## config.mk

```make
export PLATFORM = sky130hd
export DESIGN_NAME = pong_game_fsm
export DESIGN_NICKNAME = d
export VERILOG_FILES = /design/src/rtl/pong_pkg.sv /design/src/rtl/paddle_ctrl.sv /design/src/rtl/pong_game_fsm.sv
export SDC_FILE = /design/constraint.sdc
export NUM_CORES = 1
export LEC_CHECK = 0
export BUFFER_PORTS_ARGS = -buffer_cell sky130_fd_sc_hd__clkbuf_2
export CAP_MARGIN = 20
export CORE_AREA = 5 5 130 120
export DETAILED_ROUTE_END_ITERATION = 12
export DIE_AREA = 0 0 135 125
export GPL_ROUTABILITY_DRIVEN = 0
export MAX_ROUTING_LAYER = met4
export PLACE_DENSITY = 0.81
export RECOVER_POWER = 100
export SYNTH_ARGS = -nofsm -noshare
export SYNTH_HDL_FRONTEND = slang
export SYNTH_SLANG_ARGS = --single-unit
```

## constraint.sdc

```tcl
create_clock -name CLOCK_25 -period 7.15 [get_ports CLOCK_25]
set_input_delay 0.3575 -clock CLOCK_25 [delete_from_list [all_inputs] [get_ports CLOCK_25]]
set_output_delay 0.3575 -clock CLOCK_25 [all_outputs]
set_load 0.03 [all_outputs]
```

## src/rtl/pong_pkg.sv

```systemverilog
// Shared definitions for the pong game: state codes, default geometry and the
// paddle-zone velocity table applied when the ball bounces off a paddle.
package pong_pkg;

  localparam logic [2:0] ST_IDLE      = 3'd0;
  localparam logic [2:0] ST_SERVE     = 3'd1;
  localparam logic [2:0] ST_PLAY      = 3'd2;
  localparam logic [2:0] ST_PAUSED    = 3'd3;
  localparam logic [2:0] ST_POINT     = 3'd4;
  localparam logic [2:0] ST_GAME_OVER = 3'd5;

  localparam int DEF_FRAME_WIDTH   = 640;
  localparam int DEF_FRAME_HEIGHT  = 480;
  localparam int DEF_PADDLE_HEIGHT = 80;
  localparam int DEF_PADDLE_WIDTH  = 8;
  localparam int DEF_BALL_SIZE     = 8;
  localparam int DEF_PADDLE_STEP   = 4;

  typedef struct packed {
    logic [2:0] dx;
    logic [1:0] dy;
    logic       down;
  } zone_vel_t;

  // Outer zones deflect steeply, the centre zone returns the ball flat and fast.
  function automatic zone_vel_t zone_vel(input logic [2:0] zone);
    zone_vel_t v;
    case (zone)
      3'd0:    v = '{dx: 3'd2, dy: 2'd2, down: 1'b0};
      3'd1:    v = '{dx: 3'd3, dy: 2'd1, down: 1'b0};
      3'd3:    v = '{dx: 3'd3, dy: 2'd1, down: 1'b1};
      3'd4:    v = '{dx: 3'd2, dy: 2'd2, down: 1'b1};
      default: v = '{dx: 3'd4, dy: 2'd0, down: 1'b0};
    endcase
    return v;
  endfunction

endpackage

```

## src/rtl/paddle_ctrl.sv

```systemverilog
// Converts encoder up/down pulses into a clamped paddle top coordinate.
module paddle_ctrl #(
  parameter int FRAME_HEIGHT  = 480,
  parameter int PADDLE_HEIGHT = 80,
  parameter int PADDLE_STEP   = 4
) (
  input  logic        clk,
  input  logic        reset,
  input  logic        enable,
  input  logic        up,
  input  logic        down,
  output logic [11:0] y
);

  localparam logic [11:0]        Y_INIT = 12'((FRAME_HEIGHT - PADDLE_HEIGHT) / 2);
  localparam logic signed [12:0] Y_MAX  = 13'(FRAME_HEIGHT - PADDLE_HEIGHT);
  localparam logic signed [12:0] STEP   = 13'(PADDLE_STEP);

  logic signed [12:0] y_up, y_dn;
  logic [11:0]        y_d;

  always_comb begin
    y_up = $signed({1'b0, y}) - STEP;
    y_dn = $signed({1'b0, y}) + STEP;
    y_d  = y;
    if (enable && up && !down) begin
      y_d = (y_up < 13'sd0) ? 12'd0 : y_up[11:0];
    end else if (enable && down && !up) begin
      y_d = (y_dn > Y_MAX) ? Y_MAX[11:0] : y_dn[11:0];
    end
  end

  always_ff @(posedge clk) begin
    if (reset) y <= Y_INIT;
    else       y <= y_d;
  end

endmodule

```

## src/rtl/pong_game_fsm.sv

```systemverilog
// Pong game controller: serve/play/point sequencing, ball motion with wall and
// paddle bounces, scoring and win detection. Ball moves only on frame_tick.
module pong_game_fsm import pong_pkg::*; #(
  parameter int FRAME_WIDTH   = DEF_FRAME_WIDTH,
  parameter int FRAME_HEIGHT  = DEF_FRAME_HEIGHT,
  parameter int PADDLE_HEIGHT = DEF_PADDLE_HEIGHT,
  parameter int PADDLE_WIDTH  = DEF_PADDLE_WIDTH,
  parameter int BALL_SIZE     = DEF_BALL_SIZE,
  parameter int P1_X          = 16,
  parameter int P2_X          = FRAME_WIDTH - 16 - PADDLE_WIDTH,
  parameter int PADDLE_STEP   = DEF_PADDLE_STEP,
  parameter int WIN_SCORE     = 9,
  parameter int SERVE_DELAY   = 60
) (
  input  logic        CLOCK_25,
  input  logic        reset,
  input  logic        frame_tick,
  input  logic        p1_up,
  input  logic        p1_down,
  input  logic        p2_up,
  input  logic        p2_down,
  input  logic        start,
  input  logic        pause,
  output logic [11:0] ball_x,
  output logic [11:0] ball_y,
  output logic [11:0] p1_y,
  output logic [11:0] p2_y,
  output logic [3:0]  score_p1,
  output logic [3:0]  score_p2,
  output logic [2:0]  state,
  output logic [1:0]  winner
);

  localparam logic [11:0]        CX       = 12'((FRAME_WIDTH - BALL_SIZE) / 2);
  localparam logic [11:0]        CY       = 12'((FRAME_HEIGHT - BALL_SIZE) / 2);
  localparam logic signed [12:0] FW       = 13'(FRAME_WIDTH);
  localparam logic signed [12:0] FH       = 13'(FRAME_HEIGHT);
  localparam logic signed [12:0] BS       = 13'(BALL_SIZE);
  localparam logic signed [12:0] HALF_BS  = 13'(BALL_SIZE / 2);
  localparam logic signed [12:0] PH       = 13'(PADDLE_HEIGHT);
  localparam logic signed [12:0] ZONE_H   = 13'(PADDLE_HEIGHT / 5);
  localparam logic signed [12:0] FACE1    = 13'(P1_X + PADDLE_WIDTH);
  localparam logic signed [12:0] FACE2    = 13'(P2_X - BALL_SIZE);
  localparam logic [15:0]        CNT_LAST = 16'(SERVE_DELAY - 1);
  localparam logic [3:0]         WIN      = 4'(WIN_SCORE);

  logic [11:0] ball_x_d, ball_y_d;
  logic [3:0]  score_p1_d, score_p2_d;
  logic [2:0]  state_d, dx, dx_d;
  logic [1:0]  winner_d, dy, dy_d;
  logic        dir_x, dir_x_d, dir_y, dir_y_d;
  logic [15:0] cnt, cnt_d;

  logic signed [12:0] bx, by, p1s, p2s, vx, vy, nx, ny, nx_w, ny_w, off, zq;
  logic               hit1, hit2, tick_done, paddle_en;
  logic [2:0]         zone;
  zone_vel_t          zv;

  assign paddle_en = (state == ST_SERVE) || (state == ST_PLAY);

  paddle_ctrl #(
    .FRAME_HEIGHT (FRAME_HEIGHT),
    .PADDLE_HEIGHT(PADDLE_HEIGHT),
    .PADDLE_STEP  (PADDLE_STEP)
  ) u_paddle1 (
    .clk   (CLOCK_25),
    .reset (reset),
    .enable(paddle_en),
    .up    (p1_up),
    .down  (p1_down),
    .y     (p1_y)
  );

  paddle_ctrl #(
    .FRAME_HEIGHT (FRAME_HEIGHT),
    .PADDLE_HEIGHT(PADDLE_HEIGHT),
    .PADDLE_STEP  (PADDLE_STEP)
  ) u_paddle2 (
    .clk   (CLOCK_25),
    .reset (reset),
    .enable(paddle_en),
    .up    (p2_up),
    .down  (p2_down),
    .y     (p2_y)
  );

  // Candidate ball step, collision and deflection zone, from pre-update paddles.
  always_comb begin
    bx   = $signed({1'b0, ball_x});
    by   = $signed({1'b0, ball_y});
    p1s  = $signed({1'b0, p1_y});
    p2s  = $signed({1'b0, p2_y});
    vx   = $signed({10'd0, dx});
    vy   = $signed({11'd0, dy});
    nx   = dir_x ? bx + vx : bx - vx;
    ny   = dir_y ? by + vy : by - vy;
    hit1 = !dir_x && (bx >= FACE1) && (nx <= FACE1) && (by + BS > p1s) && (by < p1s + PH);
    hit2 = dir_x && (bx <= FACE2) && (nx >= FACE2) && (by + BS > p2s) && (by < p2s + PH);
    off  = by + HALF_BS - (dir_x ? p2s : p1s);
    zq   = off / ZONE_H;
    if (off < 13'sd0)      zone = 3'd0;
    else if (zq > 13'sd4)  zone = 3'd4;
    else                   zone = zq[2:0];
    zv = zone_vel(zone);
  end

  always_comb begin
    state_d    = state;
    ball_x_d   = ball_x;
    ball_y_d   = ball_y;
    dx_d       = dx;
    dy_d       = dy;
    dir_x_d    = dir_x;
    dir_y_d    = dir_y;
    score_p1_d = score_p1;
    score_p2_d = score_p2;
    winner_d   = winner;
    cnt_d      = cnt;
    nx_w       = nx;
    ny_w       = ny;
    tick_done  = frame_tick && (cnt == CNT_LAST);

    case (state)
      ST_IDLE, ST_GAME_OVER: begin
        if (start) begin
          state_d    = ST_SERVE;
          score_p1_d = '0;
          score_p2_d = '0;
          winner_d   = '0;
          ball_x_d   = CX;
          ball_y_d   = CY;
          dx_d       = 3'd4;
          dy_d       = '0;
          dir_x_d    = 1'b1;
          dir_y_d    = 1'b0;
          cnt_d      = '0;
        end
      end
      ST_SERVE, ST_POINT: begin
        if (tick_done) begin
          cnt_d = '0;
          if (state == ST_SERVE) begin
            state_d = ST_PLAY;
          end else if (score_p1 >= WIN) begin
            state_d  = ST_GAME_OVER;
            winner_d = 2'd1;
          end else if (score_p2 >= WIN) begin
            state_d  = ST_GAME_OVER;
            winner_d = 2'd2;
          end else begin
            state_d = ST_SERVE;
          end
        end else if (frame_tick) begin
          cnt_d = cnt + 16'd1;
        end
      end
      ST_PAUSED: begin
        if (start) state_d = ST_PLAY;
      end
      ST_PLAY: begin
        if (pause) begin
          state_d = ST_PAUSED;
        end else if (frame_tick) begin
          if (ny <= 13'sd0) begin
            ny_w    = '0;
            dir_y_d = 1'b1;
          end else if (ny + BS >= FH) begin
            ny_w    = FH - BS;
            dir_y_d = 1'b0;
          end
          if (hit1 || hit2) begin
            nx_w    = hit1 ? FACE1 : FACE2;
            dir_x_d = hit1;
            dx_d    = zv.dx;
            dy_d    = zv.dy;
            dir_y_d = zv.down;
          end
          if (nx_w <= 13'sd0 || nx_w + BS >= FW) begin
            // Point scored: recentre and aim the next serve at the player who missed.
            if (nx_w <= 13'sd0) score_p2_d = score_p2 + 4'd1;
            else                score_p1_d = score_p1 + 4'd1;
            dir_x_d  = (nx_w > 13'sd0);
            state_d  = ST_POINT;
            ball_x_d = CX;
            ball_y_d = CY;
            dx_d     = 3'd4;
            dy_d     = '0;
            cnt_d    = '0;
          end else begin
            ball_x_d = nx_w[11:0];
            ball_y_d = ny_w[11:0];
          end
        end
      end
      default: state_d = ST_IDLE;
    endcase
  end

  always_ff @(posedge CLOCK_25) begin
    if (reset) begin
      state    <= ST_IDLE;
      ball_x   <= CX;
      ball_y   <= CY;
      dx       <= 3'd4;
      dy       <= '0;
      dir_x    <= 1'b1;
      dir_y    <= 1'b0;
      score_p1 <= '0;
      score_p2 <= '0;
      winner   <= '0;
      cnt      <= '0;
    end else begin
      state    <= state_d;
      ball_x   <= ball_x_d;
      ball_y   <= ball_y_d;
      dx       <= dx_d;
      dy       <= dy_d;
      dir_x    <= dir_x_d;
      dir_y    <= dir_y_d;
      score_p1 <= score_p1_d;
      score_p2 <= score_p2_d;
      winner   <= winner_d;
      cnt      <= cnt_d;
    end
  end

endmodule

```

### Word-level counts from Yosys, hierarchy flattened

Index checks and enable logic that the tools add are counted.

| word-level totals | value |
|---|---|
| bits of input ports | 9 |
| output and inout bits | 61 |
| register bits after elaboration | 84 |

| operators by class | value |
|---|---|
| bitwise logic cells | 1 |
| reductions and logical operators | 43 |
| equality and inequality tests | 24 |
| add/subtract/negate cells | 19 |
| magnitude comparators | 21 |
| multiplexer cells | 89 |

Operator list:

| kind | count |
|---|---|
| $mux W12 | 19 |
| $mux W16 | 6 |
| $mux W13 | 6 |
| $mux W3 | 16 |
| $pmux W12 S2 | 2 |
| $pmux W16 S3 | 1 |
| $add A12 B3 Y13 const B | 3 |
| $lt A13 B1 Y1 const B | 3 |
| $mux W4 | 9 |
| $add A12 B7 Y13 const B | 2 |
| $add A13 B5 Y13 const B | 2 |
| $ge A13 B11 Y1 const B | 2 |
| $gt A13 B10 Y1 const B | 2 |
| $gt A13 B13 Y1 | 2 |
| $le A13 B1 Y1 const B | 2 |
| $lt A13 B13 Y1 | 2 |
| $sub A12 B3 Y13 const B | 2 |
| $pmux W6 S4 | 1 |
| $reduce_and A5 Y1 | 4 |
| $mux W2 | 9 |
| $reduce_and A6 Y1 | 3 |
| $logic_and A1 B1 Y1 | 17 |
| $add A16 B1 Y16 const B | 1 |
| $eq A16 B6 Y1 const B | 1 |
| 40 further kinds | 80 |

### Longest topological paths before layout

| logic depth | value |
|---|---|
| depth after elaboration | 18 |
| depth in mapped cells | 25 |
| gate-level depth less buffers | 23 |

### By module

Synthesis repeated with hierarchy kept, for this count alone.

| unflattened totals | value |
|---|---|
| cells, all modules | 1196 |
| area, all modules | 9187.6 um^2 |

By module, submodules not included:

| module | sequential area each (um^2) | cells each | instances | area each (um^2) |
|---|---|---|---|---|
| pong_game_fsm | 1181.1 | 928 | 1 | 7148.1 |
| paddle_ctrl | 200.2 | 134 | 2 | 1019.7 |

### Least setup slack after synthesis

Ideal clock, no wire load.

| path | value |
|---|---|
| path kind | reg-to-reg |
| start point | register dir_x |
| end point | register dx[1] |
| slack | 1.855 ns |
| data arrival time | 5.179 ns |
| buffers on the path | 2 |
| stages on the path, launching flop included | 25 |
| data required time | 7.034 ns |
| path through | dfxtp_1 > buf_2 > buf_1 > o21ai_0 > ha_1 > inv_1 > ha_1 > a21o_1 > a21oi_1 > o21bai_1 > a2111oi_0 > o31ai_1 > a31oi_1 > xnor2_1 > a21oi_1 > ha_1 > ha_1 > nor2_1 > nor2b_1 > o21ba_2 > a2111oi_0 > nand4_1 > nor3_1 > o21ai_0 > o211a_1 |

| between the ends | value |
|---|---|
| longest elaborated chain between the ends | 17 |
| elaborated cells between the ends (all ways) | 43 |
| those cells by class | 3 x add/sub; 6 x order compare; 4 x eq/ne; 15 x mux; 1 x bitwise; 14 x reduce/logical |

Ends and longest elaborated chain:

| item | line | source |
|---|---|---|
| from (decl) | pong_game_fsm.sv:51 | `logic dir_x, dir_x_d, dir_y, dir_y_d;` |
| from (signal assigned) | pong_game_fsm.sv:218 | `dir_x <= dir_x_d;` |
| branches (longest 17 deep; another with $sub A13 B13 Y13) | - |  |
| to (signal assigned) | pong_game_fsm.sv:204 | `dx <= 3'd4;` |
| to (signal assigned) | pong_game_fsm.sv:216 | `dx <= dx_d;` |
| to (decl) | pong_game_fsm.sv:49 | `logic [2:0] state_d, dx, dx_d;` |

Parallel ways; which one is timed is not known. The select of a mux whose other input is x is not followed.
A chain may end at the register's enable or synchronous reset.

### Final worst setup path

| path | value |
|---|---|
| start point | register dir_x |
| end point | register ball_x[1] |

| between the ends | value |
|---|---|
| longest elaborated chain between the ends | 17 |
| elaborated cells between the ends (all ways) | 26 |
| those cells by class | 1 x add/sub; 4 x order compare; 10 x mux; 11 x reduce/logical |

Ends and longest elaborated chain:

| item | line | source |
|---|---|---|
| $mux W13 / $logic_not A1 Y1 (equally long branches) | pong_game_fsm.sv:95, pong_game_fsm.sv:97 |  |
| $le A13 B6 Y1 (tied with other cells) | pong_game_fsm.sv:97 | `hit1 = !dir_x && (bx >= FACE1) && (nx <= FACE1) && (by + BS > p1s) && (by < p1s + PH);` |
| $logic_and A1 B1 Y1 (on tied branches) (3 in a row) | pong_game_fsm.sv:97, pong_game_fsm.sv:98 |  |
| $mux W10 / $logic_or A1 B1 Y1 (equally long branches) | pong_game_fsm.sv:172, pong_game_fsm.sv:171 |  |
| $mux W13 * | pong_game_fsm.sv:171 | `if (hit1 \|\| hit2) begin` |
| $mux W13 * | pong_game_fsm.sv:163 | `end else if (frame_tick) begin` |
| $mux W13 * | pong_game_fsm.sv:161 | `if (pause) begin` |
| $mux W13 * | pong_game_fsm.sv:123 | `case (state)` |
| $add A13 B5 Y13 | pong_game_fsm.sv:178 | `if (nx_w <= 13'sd0 \|\| nx_w + BS >= FW) begin` |
| $ge A13 B11 Y1 | pong_game_fsm.sv:178 |  |
| $logic_or A1 B1 Y1 | pong_game_fsm.sv:178 |  |
| $mux W12 * | pong_game_fsm.sv:178 |  |
| $mux W12 * | pong_game_fsm.sv:163 |  |
| $mux W12 * | pong_game_fsm.sv:161 |  |
| $pmux W12 S2 * | pong_game_fsm.sv:123 |  |
| to (signal assigned) | pong_game_fsm.sv:214 | `ball_x <= ball_x_d;` |
| to (decl) | pong_game_fsm.sv:24 | `output logic [11:0] ball_x,` |

Every way passes the cells marked *; elsewhere a longest branch is shown, timed or not. The select of a mux whose other input is x is not followed.

==> run summary <==
* 64.2% — Util after Layout
* 18.5% — sequential fraction of the synthesis area
* 0.000165 V — Worst VDD drop
* in2reg — Hold/Removal Path Class
* 24700 µm — wirelength, routed
* 0.00563 ns — largest clock skew in the final design
* 9003 — total via count in the routed design
* 0.61 ns — worst setup slack for register-to-register paths
* 0 — number of endpoints with negative hold slack in the final report
* 0 — EDFF count, synth
* 0 ns — sum of negative setup slack
* ball_x[1] — CP Capture Point
* 0 — number of maximum-capacitance constraint violations
* 18200 µm — total half-perimeter wirelength after legalization and detailed placement
* p1_up — hold wc startpoint
* dir_x — first element of the critical path
* 1.03 ns — Worst-Margin Slew
* 1281 — post-layout net count
* 135 µm — width of the chip
* 91.5% — post-route fraction of the period consumed by the critical path
* 0 — count of warnings emitted by yosys
* 0 — PostCTS Resize Cnt
* 0% — proportion of register bits with asynchronous set or reset after synthesis
* ha_1, a21oi_1, nand2_1, nor2_1, dfxtp_1 — commonest cells after routing, fill and taps aside
* 6.80 ns — Crit path arrival time
* 18.5% — area share of the largest cell type after synthesis
* 41 — maximum number of pins on one net before global-route repair
* 818 — number of violations reported at the end of detailed-routing iteration 0
* 7.17% — synth-to-layout area growth
* 0 — hold buffers post-CTS
* 9 — TritonCTS Buffers
* 18.1 µm — average routed wire per standard cell
* flip-flop — startpoint types
* 3 — H-tree depth
* 0.610 ns — Final WS setup
* no — setup repair after global routing missed its margin
* 65 — Port Buffers
* 0 — max-slew violations
* 59.9% — initial core utilization
* 14200 µm² — core outline area
* 0 — total global routing overflow
* 2 — largest buffer count on any clock path
* 0 — number of antenna violations at the first check in global routing
* 0.00369 µW — cell leakage power
* reg2reg — critical setup path kind
* 6.54 ns — fin crit period
* 0.153 GHz — highest achievable clock rate
* clkbuf_16 — cell at the root of the clock tree
* built — CTS tree
* 0 — DRC
* 125 µm — floorplan die height
* complete, no violations — outcome
* ha_1 — most common cell after layout, fill and taps aside
* 16900 µm² — die outline area
* 0.35 ns — clock latency at the later pin of the worst-skew pair
* 0 — number of nets with antenna violations after detailed routing
* 0 — total setup buffers inserted after CTS
* 6 — number of iterations in the first detailed-routing pass
* 8180 — vias in the first global route
* 18 — Register-to-Register Path Depth
* flip-flop — kind of end point of the critical path
* dfxtp_1 — Post-synth top flop
* 70 — number of primary I/O pins
* 264 nW/µm² — Cell Pwr Density
* ball_x[1] — RR Endpoint
* 30.6% — Slew HR
* dir_x — beginning of the worst register-to-register path
* 7.41 ns — Req. time, crit path
* 0 — Setup Viol. Count Final
* dfxtp_1, ha_1, a21oi_1 — largest cells by area after synthesis
* 8530 µm² — cell area after technology mapping
* 40200 µm — wire length of the first global-routing pass
* 1.07 ns — post-placement worst setup slack
* dfxtp_1 — library cell occupying the most area in the post-synthesis netlist
* 0.309 ns — Hold Worst Slack
* 0.06 ns — clock-pin transition on the worst setup and hold timing paths
* 7.61 µm² — Mapped Avg Cell Area
* 79 — synthesis-stage register bit count
* 89 — Cell variety after synth
* 42 — row count
* 0 — total inserted antenna cells
* 79 — sink count of the clock tree
* 6.59 — DR vias/cell
* 29.4% — Global Route Usage Sum
* 19 — crit-path max FO
* 4.28% — layout cells sized above 1
* 1122 — post-synthesis instance total
sequential cells by signal, summed over array words and instances (netlist names), 2 cells and up:
register     cells
cnt             16
u_paddle2.y     10
ball_y          12
ball_x          12
dx               3
u_paddle1.y     10
state            3
score_p2         4
score_p1         4
winner           2
metrics by stage:
stage	cell area [µm²]	std cells	total power, µW
2_1_floorplan	8540	1125	1620
3_3_place_gp	8960	1350	1900
3_5_place_dp	8960	1350	1930
4_1_cts	9250	1366	2400
5_1_grt	9150	1366	2580
6_report	9150	1366	2420
kinds of logic (layout without fill, tap and decap cells):
kind of cell | count (synthesis) | after routing | share of synthesized area [%]
AO/OA/AOI/OAI | 384 | 384 | 30.5
XOR/XNOR | 50 | 50 | 5.13
adder cells (fa/ha/maj) | 109 | 109 | 16.2
buffers and inverters | 105 | 148 | 5.01
flip-flops | 79 | 79 | 18.5
multiplexers | 23 | 23 | 2.76
other | 2 | 5 | 0.0880
AND/OR/NAND/NOR | 370 | 370 | 21.8
area by class of cell:
class	count	area, µm²
Tap cell	198	248
Clock buffer	13	250
Multi-Input combinational cell	941	6510
Sequential cell	79	1580
Fill cell	1251	5100
Clock inverter	3	42.5
Timing Repair Buffer	68	277
Inverter	64	240
worst max-delay path, stage by stage (launching register included):
cell      delay (ns)
dfxtp_1         0.94
mux2_1          0.44
fa_1            0.46
a211oi_1        0.35
o211ai_1        0.27
o211a_1         0.29
or3_1           0.40
nor4_1          0.40
a31oi_1         0.19
nand2b_1        0.24
o21ai_0         0.17
ha_1            0.30
nand3_1         0.13
a221oi_1        0.23
o221ai_1        0.21
a22o_4          0.29
a21oi_2         0.61
nand4_1         0.29
o21ai_0         0.26
how the worst min path moves through the flow:
stage | end | slack [ns] | cells after the start
final | u_paddle1.y[10] | 0.31 | 3
after global routing | u_paddle1.y[10] | 0.33 | 3
after CTS | u_paddle1.y[10] | 0.30 | 3
after detailed placement | cnt[15] | 0.47 | 2
after global placement | cnt[15] | 0.46 | 2
after floorplan | cnt[15] | 0.45 | 2
where the power goes:
| group | switching (µW) | internal [µW] | leakage, µW | total, µW |
|---|---|---|---|---|
| Sequential | 108 | 476 | 0.000639 | 583 |
| Clock | 189 | 280 | 0.000140 | 469 |
| Combinational | 892 | 473 | 0.00291 | 1370 |
| Total | 1190 | 1230 | 0.00369 | 2420 |
layer usage:
layer  global-route usage, %  vias up  routed length [µm]
met4                    9.54        0                 665
met1                    39.2     4187               10900
met2                    44.2      429               10800
met5                       -        -                   0
li1                        -     4324                   -
met3                    6.79       63                2320
Yosys cell counts, types with 5 or more instances:
cell / number
inv_1: 64
o211ai_1: 17
xnor2_1: 37
dfxtp_1: 79
xor2_1: 13
a211oi_1: 17
o211a_1: 5
o21bai_1: 8
a22o_1: 8
a31oi_1: 22
o21a_1: 16
ha_1: 106
nand4_1: 21
o21ai_0: 76
a21o_1: 18
nor2_1: 87
a2111oi_0: 5
and3_1: 14
or4_1: 7
nor3_1: 37
nand2b_1: 12
or3_1: 10
and2_1: 11
o22ai_1: 9
a21oi_1: 95
a311oi_1: 6
a221oi_1: 6
o31ai_1: 13
clkbuf_1: 30
mux2i_1: 19
nand3_1: 38
nand2_1: 89
nor4_1: 11
or2_2: 6
nor2b_1: 7
(Power assumes the default switching activity.)
